<file path="config.mk">
export PLATFORM = sky130hd
export DESIGN_NAME = gpr_wb_arbiter
export DESIGN_NICKNAME = d
export VERILOG_FILES = /design/src/rtl/gpr_wb_arbiter.sv
export SDC_FILE = /design/constraint.sdc
export NUM_CORES = 1
export LEC_CHECK = 0
export CAP_MARGIN = 20
export CELL_PAD_IN_SITES_DETAIL_PLACEMENT = 1
export CELL_PAD_IN_SITES_GLOBAL_PLACEMENT = 1
export CORE_ASPECT_RATIO = 0.5
export CORE_UTILIZATION = 37
export CTS_BUF_LIST = sky130_fd_sc_hd__clkbuf_8 sky130_fd_sc_hd__clkbuf_16
export DETAILED_ROUTE_END_ITERATION = 12
export PLACE_DENSITY_LB_ADDON = 0.15
export SLEW_MARGIN = 10
export SYNTH_ARGS = -nofsm -noshare
export SYNTH_HDL_FRONTEND = slang
export SYNTH_SLANG_ARGS = --single-unit
</file>
<file path="constraint.sdc">
create_clock -name clk -period 12.15 [get_ports clk]
set_input_delay 1.215 -clock clk [delete_from_list [all_inputs] [get_ports clk]]
set_output_delay 1.215 -clock clk [all_outputs]
set_load 0.05 [all_outputs]
</file>
<file path="src/rtl/gpr_wb_arbiter.sv">
// gpr_wb_arbiter: single GPR write-port arbiter.
// Port A (pipeline writeback) writes with zero latency. Port B (multiply/divide
// results) is buffered in a DEPTH-entry FIFO and drains when A leaves the port idle.
// A write from A to register r kills any queued B entry that targets r.
// Optional starvation guard: define GPR_WB_STARVE_GUARD_EN.
//
// Port B handshake: a result transfers on a rising edge where b_valid && b_ready
// are both high. b_ready depends only on FIFO occupancy (and is 1 during reset);
// it never depends on b_valid.
module gpr_wb_arbiter #(
    parameter int DEPTH = 2
) (
    input  logic        clk,
    input  logic        reset,
    input  logic        a_valid,
    input  logic [4:0]  a_reg,
    input  logic [31:0] a_data,
    input  logic [31:0] a_pc,
    input  logic        b_valid,
    output logic        b_ready,
    input  logic [4:0]  b_reg,
    input  logic [31:0] b_data,
    input  logic [31:0] b_pc,
    output logic        regwrite,
    output logic [4:0]  write_reg,
    output logic [31:0] write_data,
    output logic [31:0] pc_new,
    output logic        stall_pipe,
    output logic [31:0] pending_mask
);

    localparam int PW = (DEPTH > 1) ? $clog2(DEPTH) : 1;
    localparam int CW = $clog2(DEPTH + 1);

    logic [4:0]       reg_q  [DEPTH];
    logic [31:0]      data_q [DEPTH];
    logic [31:0]      pc_q   [DEPTH];
    logic [DEPTH-1:0] live_q, live_d;
    logic [PW-1:0]    wr_ptr_q, wr_ptr_d;
    logic [PW-1:0]    rd_ptr_q, rd_ptr_d;
    logic [CW-1:0]    count_q, count_d;

    logic full, empty, push, pop, a_grant, a_kill, stall;

    assign full    = (count_q == CW'(DEPTH));
    assign empty   = (count_q == '0);
    assign a_grant = !reset && a_valid && !stall;
    assign a_kill  = a_grant && (a_reg != 5'd0);
    // The head drains in any non-reset cycle where A does not own the port.
    assign pop     = !reset && !empty && !a_grant;
    assign push    = !reset && b_valid && !full;
    assign b_ready = reset || !full;

`ifdef GPR_WB_STARVE_GUARD_EN
    logic [1:0] starve_q, starve_d;

    // After three A grants against a full FIFO, the fourth A request is held off.
    assign stall = !reset && a_valid && !empty && (starve_q == 2'd3);

    // Saturating starvation counter: cleared by any pop, bumped while full and A wins.
    always_comb begin
        starve_d = starve_q;
        if (pop) begin
            starve_d = 2'd0;
        end else if (full && a_grant && (starve_q != 2'd3)) begin
            starve_d = starve_q + 2'd1;
        end
    end

    // Starvation counter register.
    always_ff @(posedge clk) begin
        if (reset) begin
            starve_q <= 2'd0;
        end else begin
            starve_q <= starve_d;
        end
    end
`else
    assign stall = 1'b0;
`endif

    assign stall_pipe = stall;

    // Write-port mux: A fields when A wins, head fields on a pop, otherwise idle zeros.
    always_comb begin
        regwrite   = 1'b0;
        write_reg  = 5'd0;
        write_data = 32'd0;
        pc_new     = 32'd0;
        if (a_grant) begin
            regwrite   = (a_reg != 5'd0);
            write_reg  = a_reg;
            write_data = a_data;
            pc_new     = a_pc;
        end else if (pop) begin
            regwrite   = live_q[rd_ptr_q];
            write_reg  = reg_q[rd_ptr_q];
            write_data = data_q[rd_ptr_q];
            pc_new     = pc_q[rd_ptr_q];
        end
    end

    // Next-state for pointers, occupancy and per-slot live bits (pop, then kill, then push).
    always_comb begin
        wr_ptr_d = wr_ptr_q;
        rd_ptr_d = rd_ptr_q;
        count_d  = count_q;
        live_d   = live_q;
        if (pop) begin
            rd_ptr_d         = rd_ptr_q + PW'(1);
            live_d[rd_ptr_q] = 1'b0;
        end
        if (a_kill) begin
            for (int i = 0; i < DEPTH; i++) begin
                if (reg_q[i] == a_reg) begin
                    live_d[i] = 1'b0;
                end
            end
        end
        if (push) begin
            wr_ptr_d         = wr_ptr_q + PW'(1);
            // An entry arriving in the same cycle A writes its register is born dead.
            live_d[wr_ptr_q] = (b_reg != 5'd0) && !(a_kill && (b_reg == a_reg));
        end
        if (push && !pop) begin
            count_d = count_q + CW'(1);
        end else if (pop && !push) begin
            count_d = count_q - CW'(1);
        end
    end

    // FIFO control state; reset flushes every queued entry.
    always_ff @(posedge clk) begin
        if (reset) begin
            wr_ptr_q <= '0;
            rd_ptr_q <= '0;
            count_q  <= '0;
            live_q   <= '0;
        end else begin
            wr_ptr_q <= wr_ptr_d;
            rd_ptr_q <= rd_ptr_d;
            count_q  <= count_d;
            live_q   <= live_d;
        end
    end

    // FIFO payload storage; contents are qualified by live_q and the count, so no reset.
    always_ff @(posedge clk) begin
        if (push) begin
            reg_q[wr_ptr_q]  <= b_reg;
            data_q[wr_ptr_q] <= b_data;
            pc_q[wr_ptr_q]   <= b_pc;
        end
    end

    // Hazard mask: one bit per register targeted by a live queued entry.
    always_comb begin
        pending_mask = 32'd0;
        if (!reset) begin
            for (int i = 0; i < DEPTH; i++) begin
                if (live_q[i]) begin
                    pending_mask[reg_q[i]] = 1'b1;
                end
            end
        end
    end

endmodule

</file>
Word level (Yosys, flattened, before mapping) --
Memories as Yosys holds them, arrays and structs flattened. A register that Yosys moved wholly into a read port is not among the register bits. Cells that the tools add are included.
Word-level totals: register bits 6, input bits 142, memories 3, bits in writable memories 138
Operators by class: $add $sub $neg 4, $lt $le $gt $ge 8, bitwise operators 3, reductions and logical operators 26, equality and inequality tests 4, multiplexer cells 38
Memories:
- data_q | words 2, bits a word 32, read ports 1, clocked after memory_dff 1, write ports 1, RTL line 36 | logic [31:0] data_q [DEPTH];
- pc_q | words 2, bits a word 32, read ports 1, clocked after memory_dff 1, write ports 1, RTL line 37 | logic [31:0] pc_q [DEPTH];
- reg_q | words 2, bits a word 5, read ports 3, clocked after memory_dff 1, write ports 1, RTL line 35 | logic [4:0] reg_q [DEPTH];
Operators with widths (count):
- 32-bit 2-to-1 mux | 8
- 32-bit OR | 1
- 1-bit 2-to-1 mux | 18
- 5-bit == test | 3
- 1-bit logical AND | 14
- 5-bit by 6-bit less-than comparator with 1-bit output, second input constant | 2
- 1-bit demux with 5-bit select | 2
- 5-bit by 1-bit >= comparator with 1-bit output, second input constant | 2
- 2-bit 2-to-1 mux | 5
- 5-bit 2-to-1 mux | 2
- 5-bit nonzero test | 2
- 1-bit zero test | 7
- 1-bit by 2-bit less-than comparator with 1-bit output, second input constant | 2
- 1-bit adder, second input constant | 2
- 2-bit by 1-bit adder with 2-bit output, second input constant | 1
- 2-bit AND | 1
- 2-bit bitwise mux | 1
- 1-bit demux with 1-bit select | 2
- 2-bit == test, second input constant | 1
- 1-bit >= comparator, second input constant | 2
- 2-bit zero test | 1
- 2-bit inverter | 1
- 2-bit nonzero test | 1
- 2-bit by 1-bit subtractor with 2-bit output, second input constant | 1
- 1-bit logical OR | 1

Depth between registers and ports, before layout --
Gate-level depths: netlist of the first run.
word-level depth 11, gate-level depth with buffers 8, gate-level depth less buffers 6

Worst setup path before layout of the first run --
OpenSTA, ideal clock, no wires.
path type input-to-reg, start point input reset, end point register live_q[0], data arrival time 5305 ps, buffers on the path 1, cell stages on the path 5, path slack 6712 ps, path through buf_2 nor3b_1 nor2b_1 nand4b_1 a21oi_1
On the way: elaborated cells on any way between the ends 16
RTL lines:
- start, declared | RTL line 14 | input logic reset,
- 1-bit zero test
- 1-bit logical AND (2 in a row) | RTL line 51 | assign push = !reset && b_valid && !full;
- net push | RTL line 43 | logic full, empty, push, pop, a_grant, a_kill, stall;
- 2-bit 2-to-1 mux | RTL line 120 | if (push) begin
- end signal, assigned | RTL line 143 | live_q <= live_d;
- end, declared | RTL line 38 | logic [DEPTH-1:0] live_q, live_d;
The timed path passes the listed nets, and every way through them passes these cells. A chain may end at the register's enable or synchronous reset.

Worst setup path in the final report of the first run --
start point input reset, end point output pc_new[30]
On the way: cells in the longest elaborated chain, start to end 6, elaborated cells on any way between the ends 7
Ends and longest elaborated chain:
- 1-bit zero test (*)
- 1-bit logical AND | RTL line 47 | assign a_grant = !reset && a_valid && !stall;
- 1-bit zero test | RTL line 50 | assign pop = !reset && !empty && !a_grant;
- 1-bit logical AND | RTL line 50
- 32-bit 2-to-1 mux | RTL line 95 | end else if (pop) begin
- 32-bit 2-to-1 mux (*) | RTL line 90 | if (a_grant) begin
- end, declared | RTL line 27 | output logic [31:0] pc_new,
Every way passes the cells marked *; elsewhere a longest branch is shown, timed or not.

==> results of run 1 <==
==> cell type report <==
type	count	area [um^2]	area share [%]
repair buffers	250	2500	25.0
multi-input cells	357	2280	22.8
clock buffers	17	425	4.26
clock inverters	15	198	1.98
well taps	234	293	2.93
inverters	1	3.75	0.0376
flip-flops and latches	145	4290	43.0
==> worst max-delay path, cell delays in order <==
cell	delay, ns
clkdlybuf4s50_1	0.40
buf_4	0.26
or3_2	0.69
buf_12	0.26
o21ai_0	0.26
clkdlybuf4s50_1	0.87
==> worst paths after layout <==
| path | start | end | slack [ns] | cells past startpoint |
|---|---|---|---|---|
| worst min register to register | rd_ptr_q | flop | 0.52 | 2 |
| worst min-delay path | rd_ptr_q | flop | 0.52 | 2 |
| worst max register to register | count_q[0] | pc_q[1][14] | 9.68 | 5 |
| worst max-delay path | reset | pc_new[30] | 6.96 | 6 |
==> cell families (layout without fill, tap and decap cells) <==
kind of cell / Yosys count / count (layout)
compound gates: 109 / 109
xor+xnor: 18 / 18
fa+ha+maj: 1 / 1
buf+inv: 41 / 283
flops: 145 / 145
mux: 70 / 70
other cells: 1 / 1
simple gates: 158 / 158
==> power by group through the flow <==
| stage | clock network [W] | registers [W] | logic, W |
|---|---|---|---|
| after floorplan | 0 | 0.000598 | 0.000161 |
| after global placement | 0 | 0.000602 | 0.000268 |
| after detailed placement | 0 | 0.000604 | 0.000272 |
| after CTS | 0.000558 | 0.000594 | 0.000274 |
| after global routing | 0.000575 | 0.000596 | 0.000289 |
| final | 0.000544 | 0.000593 | 0.000272 |
==> metal layers <==
metal	up-vias	GRT usage, %
met5	-	0
met4	0	5.57
met3	20	5.34
met2	146	35.7
met1	2455	23.4
li1	2457	-
==> layout by cell type, fill, tap and decap left out, types with 4 or more instances in the layout <==
master / instances
inv_6: 4
nor2_1: 41
mux2i_1: 70
xor2_1: 8
clkbuf_16: 17
o21ai_0: 71
dfxtp_1: 6
a22oi_1: 32
and3b_1: 6
nand3_1: 4
a21oi_1: 4
clkdlybuf4s50_1: 244
buf_4: 5
xnor2_1: 10
and3_1: 4
edfxtp_1: 138
nor3b_1: 7
nand2_1: 77
==> per-stage QoR <==
| stage | power (W) | util (%) | hold WS (ns) | cell area [um^2] | std cells |
|---|---|---|---|---|---|
| 6_report | 0.00141 | 56.8 | 0.516 | 9980 | 1019 |
| 5_1_grt | 0.00146 | 56.8 | 0.554 | 9980 | 1019 |
| 4_1_cts | 0.00143 | 56.7 | 0.517 | 9960 | 1018 |
| 3_5_place_dp | 0.000876 | 53.2 | 0.508 | 9340 | 986 |
| 3_3_place_gp | 0.000870 | 53.2 | 0.479 | 9340 | 986 |
| 2_1_floorplan | 0.000759 | - | 0.467 | 6710 | 543 |
==> registers in the layout (all words and copies together), names as in the netlist, named ones only <==
register,flops
pc_q,64
data_q,64
count_q,2
rd_ptr_q,1
reg_q,10
live_q,2
wr_ptr_q,1
==> flow_metrics.py, run 1 <==
metrics = {
    "status": {
        "outcome": "finished with violations",
        "violations": "DRC",
    },
    "synthesis": {
        "yosysWarnings": 0,
        "synth_seq_cells": 145,
        "synth_area_um2": 6710,
        "synth-edff-count": 138,
        "synth_flop_cell": "edfxtp_1",
        "synth-compound-area-share_pct": 9.66,
        "synth_area_leaders": "edfxtp_1 62%, mux2i_1 10%, o21ai_0 5.3%, nand2_1 4.3%, a22oi_1 3.6%",
        "synth.area.mux_share_pct": 10.4,
        "synth_top_family_by_area": "simple AND/OR/NAND/NOR gates",
        "synth-seq-area-share_pct": 63.8,
        "synth_xor_area_share_pct": 2.35,
        "synth_area_per_cell_um2": 12.4,
        "ys_async_sr_fraction_pct": 0,
        "syn-num-nets": 686,
        "yosysTopAreaCellShare_pct": 61.7,
        "synth.most_common_cell": "edfxtp_1",
        "synthAdderAreaFrac_pct": 0.186,
        "syn_inst": 543,
        "yosysUniqueCellTypes": 33,
        "synth_largest_area_cell": "edfxtp_1",
        "synth_common_cells": "138 x edfxtp_1, 77 x nand2_1, 71 x o21ai_0, 70 x mux2i_1, 41 x nor2_1",
        "synth_simple_gate_area_share_pct": 11.0,
    },
    "route": {
        "wire_per_inst_um": 18.0,
        "finalWirelength_um": 18300,
        "post-route-drc-count": 22,
        "first_pass_iters": 11,
        "wl_met2_um": 9570,
        "wl_met1_um": 7580,
        "met3WireLength_um": 972,
        "ant_nets": 0,
        "via_per_inst": 4.98,
        "drt-initial-drc-count": 207,
        "vias": 5078,
        "routed.top_layer": "met4",
    },
    "power": {
        "pwr-share-comb_pct": 19.3,
        "irDropWorstVdd_v": 0.0000963,
        "leakage_nw": 3.24,
        "p_clk_share_pct": 38.6,
        "power_per_cell_area_nw_per_um2": 141,
        "power_switching_w": 0.000405,
        "p_int_w": 0.00100,
        "p_seq_share_pct": 42.1,
        "swShare_pct": 28.8,
    },
    "critical_path": {
        "arrival_ns": 3.97,
        "crit_fanout": 57,
        "critical_path_required_ns": 10.93,
        "cp-end-kind": "primary output",
        "crit_path_start_kind": "input pin",
        "worstSetupPathType": "input pin to primary output",
    },
    "sta": {
        "fin_worst_skew_ns": 0.0112,
        "fmax_mhz": 193,
        "timing.final.crit_share_pct": 42.7,
        "setup_viol": 0,
        "worst_pin_slew_ns": 1.01,
        "timing.final.ws_setup_ns": 6.96,
        "period_needed_ns": 5.19,
        "hold_viol": 0,
        "relSlewSlack_pct": 32.6,
        "maxSlewViolCount": 0,
        "rsz0062_at_grt": "no",
        "setup_tns_ns": 0,
    },
    "clocking": {
        "cts_tree": "built",
        "numCtsBuffers": 17,
        "cts_resized": 0,
        "clockBufferDepth": 2,
        "cts_root_buffer": "clkbuf_16",
        "cts_max_level": 4,
        "clk_latency_ns": 0.41,
        "clock-sinks": 145,
        "hold_buffers": 0,
        "clk_pin_slew_worst_paths_ns": 0.07,
        "cts_setup_buffers": 0,
    },
    "floorplanning": {
        "die_h_um": 97.2,
        "die_area_um2": 18700,
        "num_rows": 34,
        "core_area_um2": 17600,
        "initial_core_util_pct": 38.2,
        "die_x_um": 192,
        "boundaryPins": 246,
    },
    "placement": {
        "io_buffers": 244,
        "hpwlAfterDp_um": 12500,
        "place_worst_setup_slack_ns": 6.77,
        "gp_congestion": 0.751,
    },
    "grt": {
        "grt_usage_pct": 20.0,
        "grt_pass1_vias": 5346,
        "antenna_found_initial": 0,
        "grt_first_pass_wirelength_um": 28400,
        "gr-total-overflow": 0,
        "grt_max_degree": 74,
    },
    "worst_hold_path": {
        "hold_path_class": "flop to flop",
    },
    "finish": {
        "nFillCells": 1804,
        "fin_nets": 915,
        "area_growth_pct": 48.8,
        "n_antenna_cell": 0,
        "drive_gt1_share_pct": 6.37,
    },
    "run": {
        "drv_cap": 0,
    },
}
No activity file was read; power rests on OpenSTA's default activity.
==> run 2, diff against run 1 <==
Settings changed: CORE_UTILIZATION 37 to 35.
Clock period 12.15 ns to 5.2 ns, I/O delays scaled along.
==> run 2 against run 1 <==
- the run now ends clean
- first-iteration DRC count rose by 5.3%
- clock skew is essentially flat
- sequential cell count stayed put
- non-clock buffer count unchanged
- total power is 130% higher
- worst setup slack worse by 5.5 ns
- critical endpoint is now regwrite
- highest routed layer unchanged
==> flow_metrics.py, run 2 (synthesized netlist as in run 1, its figures left out) <==
metrics = {
    "grt": {
        "grt_max_degree": 74,
        "grt_pass1_vias": 5158,
        "grt_first_pass_wirelength_um": 27400,
        "antenna_found_initial": 0,
        "grt_usage_pct": 18.3,
        "gr-total-overflow": 0,
    },
    "sta": {
        "hold_viol": 0,
        "setup_tns_ns": 0,
        "period_needed_ns": 3.70,
        "timing.final.ws_setup_ns": 1.50,
        "rsz0062_at_grt": "no",
        "setup_viol": 0,
        "fin_worst_skew_ns": 0.0111,
        "timing.final.crit_share_pct": 71.1,
        "maxSlewViolCount": 0,
        "worst_pin_slew_ns": 0.928,
        "timing.hold.ws_ns": 0.513,
        "relSlewSlack_pct": 38.0,
        "fmax_mhz": 271,
    },
    "floorplanning": {
        "core_area_um2": 18600,
        "boundaryPins": 246,
        "die_area_um2": 19800,
        "num_rows": 35,
        "die_x_um": 198,
        "die_h_um": 99.9,
        "initial_core_util_pct": 36.1,
    },
    "finish": {
        "top_regs": "data_q (64), pc_q (64), reg_q (10)",
        "n_antenna_cell": 0,
        "drive_gt1_share_pct": 6.38,
        "final_area_um2": 9980,
        "layout_common_cells": "244 x clkdlybuf4s50_1, 138 x edfxtp_1, 77 x nand2_1, 71 x o21ai_0, 70 x mux2i_1",
        "fin_nets": 915,
        "layout_commonest_cell": "clkdlybuf4s50_1",
        "area_growth_pct": 48.6,
    },
    "clocking": {
        "numCtsBuffers": 17,
        "cts_resized": 0,
        "clock-sinks": 145,
        "hold_buffers": 0,
        "cts_root_buffer": "clkbuf_16",
        "cts_max_level": 4,
        "clk_latency_ns": 0.41,
        "clockBufferDepth": 2,
        "cts_setup_buffers": 0,
        "clk_pin_slew_worst_paths_ns": 0.07,
        "cts_tree": "built",
    },
    "route": {
        "drt-initial-drc-count": 218,
        "wire_per_inst_um": 17.2,
        "via_per_inst": 4.87,
        "finalWirelength_um": 18000,
        "first_pass_iters": 4,
        "vias": 5081,
        "post-route-drc-count": 0,
        "ant_nets": 0,
    },
    "critical_path": {
        "arrival_ns": 3.18,
        "worstSetupPathType": "input pin to primary output",
        "crit_fanout": 70,
        "reg2reg_depth": 5,
        "crit_path_start_kind": "input pin",
        "reg2reg_slack_ns": 2.58,
        "cp-end-kind": "primary output",
        "reg2reg_from": "count_q[0]",
        "crit_path_start": "reset",
        "critical_path_required_ns": 4.68,
        "cp-endpoint": "regwrite",
        "r2r_end": "data_q[1][1]",
    },
    "power": {
        "irDropWorstVdd_v": 0.000222,
        "leakage_nw": 3.22,
        "power_per_cell_area_nw_per_um2": 321,
    },
    "run": {
        "drv_cap": 0,
    },
    "placement": {
        "gp_congestion": 0.756,
        "place_worst_setup_slack_ns": 1.10,
        "hpwlAfterDp_um": 12700,
        "io_buffers": 244,
        "dpl_cell_area_um2": 9400,
    },
    "worst_hold_path": {
        "min-delay-start": "count_q[1]",
        "hold_path_class": "flop to flop",
    },
    "status": {
        "outcome": "finished, final reports clean",
    },
}
-- run 2: cell count changes in the layout (fill, tap and decap cells not counted), sizes merged --
cell | previous run | this run
bufinv | 2 | 1
clkinv | 4 | 3
clkinvlp | 1 | 2
-- run 2: report_power, final --
part | leakage [nW] | internal [W] | switching, W
combinational | 1.62 | 0.000260 | 0.000362
sequential | 1.32 | 0.00135 | 0.0000457
clock | 0.275 | 0.000671 | 0.000508
total | 3.22 | 0.00228 | 0.000916
-- run 2: worst min path at each step --
stage	end	slack, ns	cells after the start
after CTS	count_q[1]	0.51	2
final	count_q[1]	0.51	2
after global routing	count_q[1]	0.54	2
after global placement	count_q[1]	0.48	2
after detailed placement	count_q[1]	0.50	2
after floorplan	count_q[1]	0.47	2
-- run 2: final cells by class --
type	count	area, um^2
fill	1938	8590
tap	259	324
clock buffer	17	425
inverter	1	3.75
clock inverter	14	143
timing repair buffer	250	2510
sequential	145	4290
multi-input combinational	357	2280
-- run 2: per-layer routing --
metal	up-vias	GRT usage, %	wire length, um
li1	2464	-	-
met1	2466	21.7	7680
met2	135	32.9	9190
met3	16	4.10	872
met4	0	6.26	227
met5	-	0	0
-- run 2: per-stage QoR --
step	instances	utilization (%)	power, W
final	1043	53.7	0.00320
after global routing	1043	53.7	0.00332
after CTS	1043	53.7	0.00324
after detailed placement	1012	50.6	0.00205
after global placement	1012	50.6	0.00204
after floorplan	543	-	0.00177
-- run 2: worst max-delay path, stage by stage --
cell	delay, ns
clkdlybuf4s50_1	0.66
nor2b_4	0.19
buf_4	0.62
o21ai_4	0.15
o21ai_0	0.17
clkdlybuf4s50_1	0.86
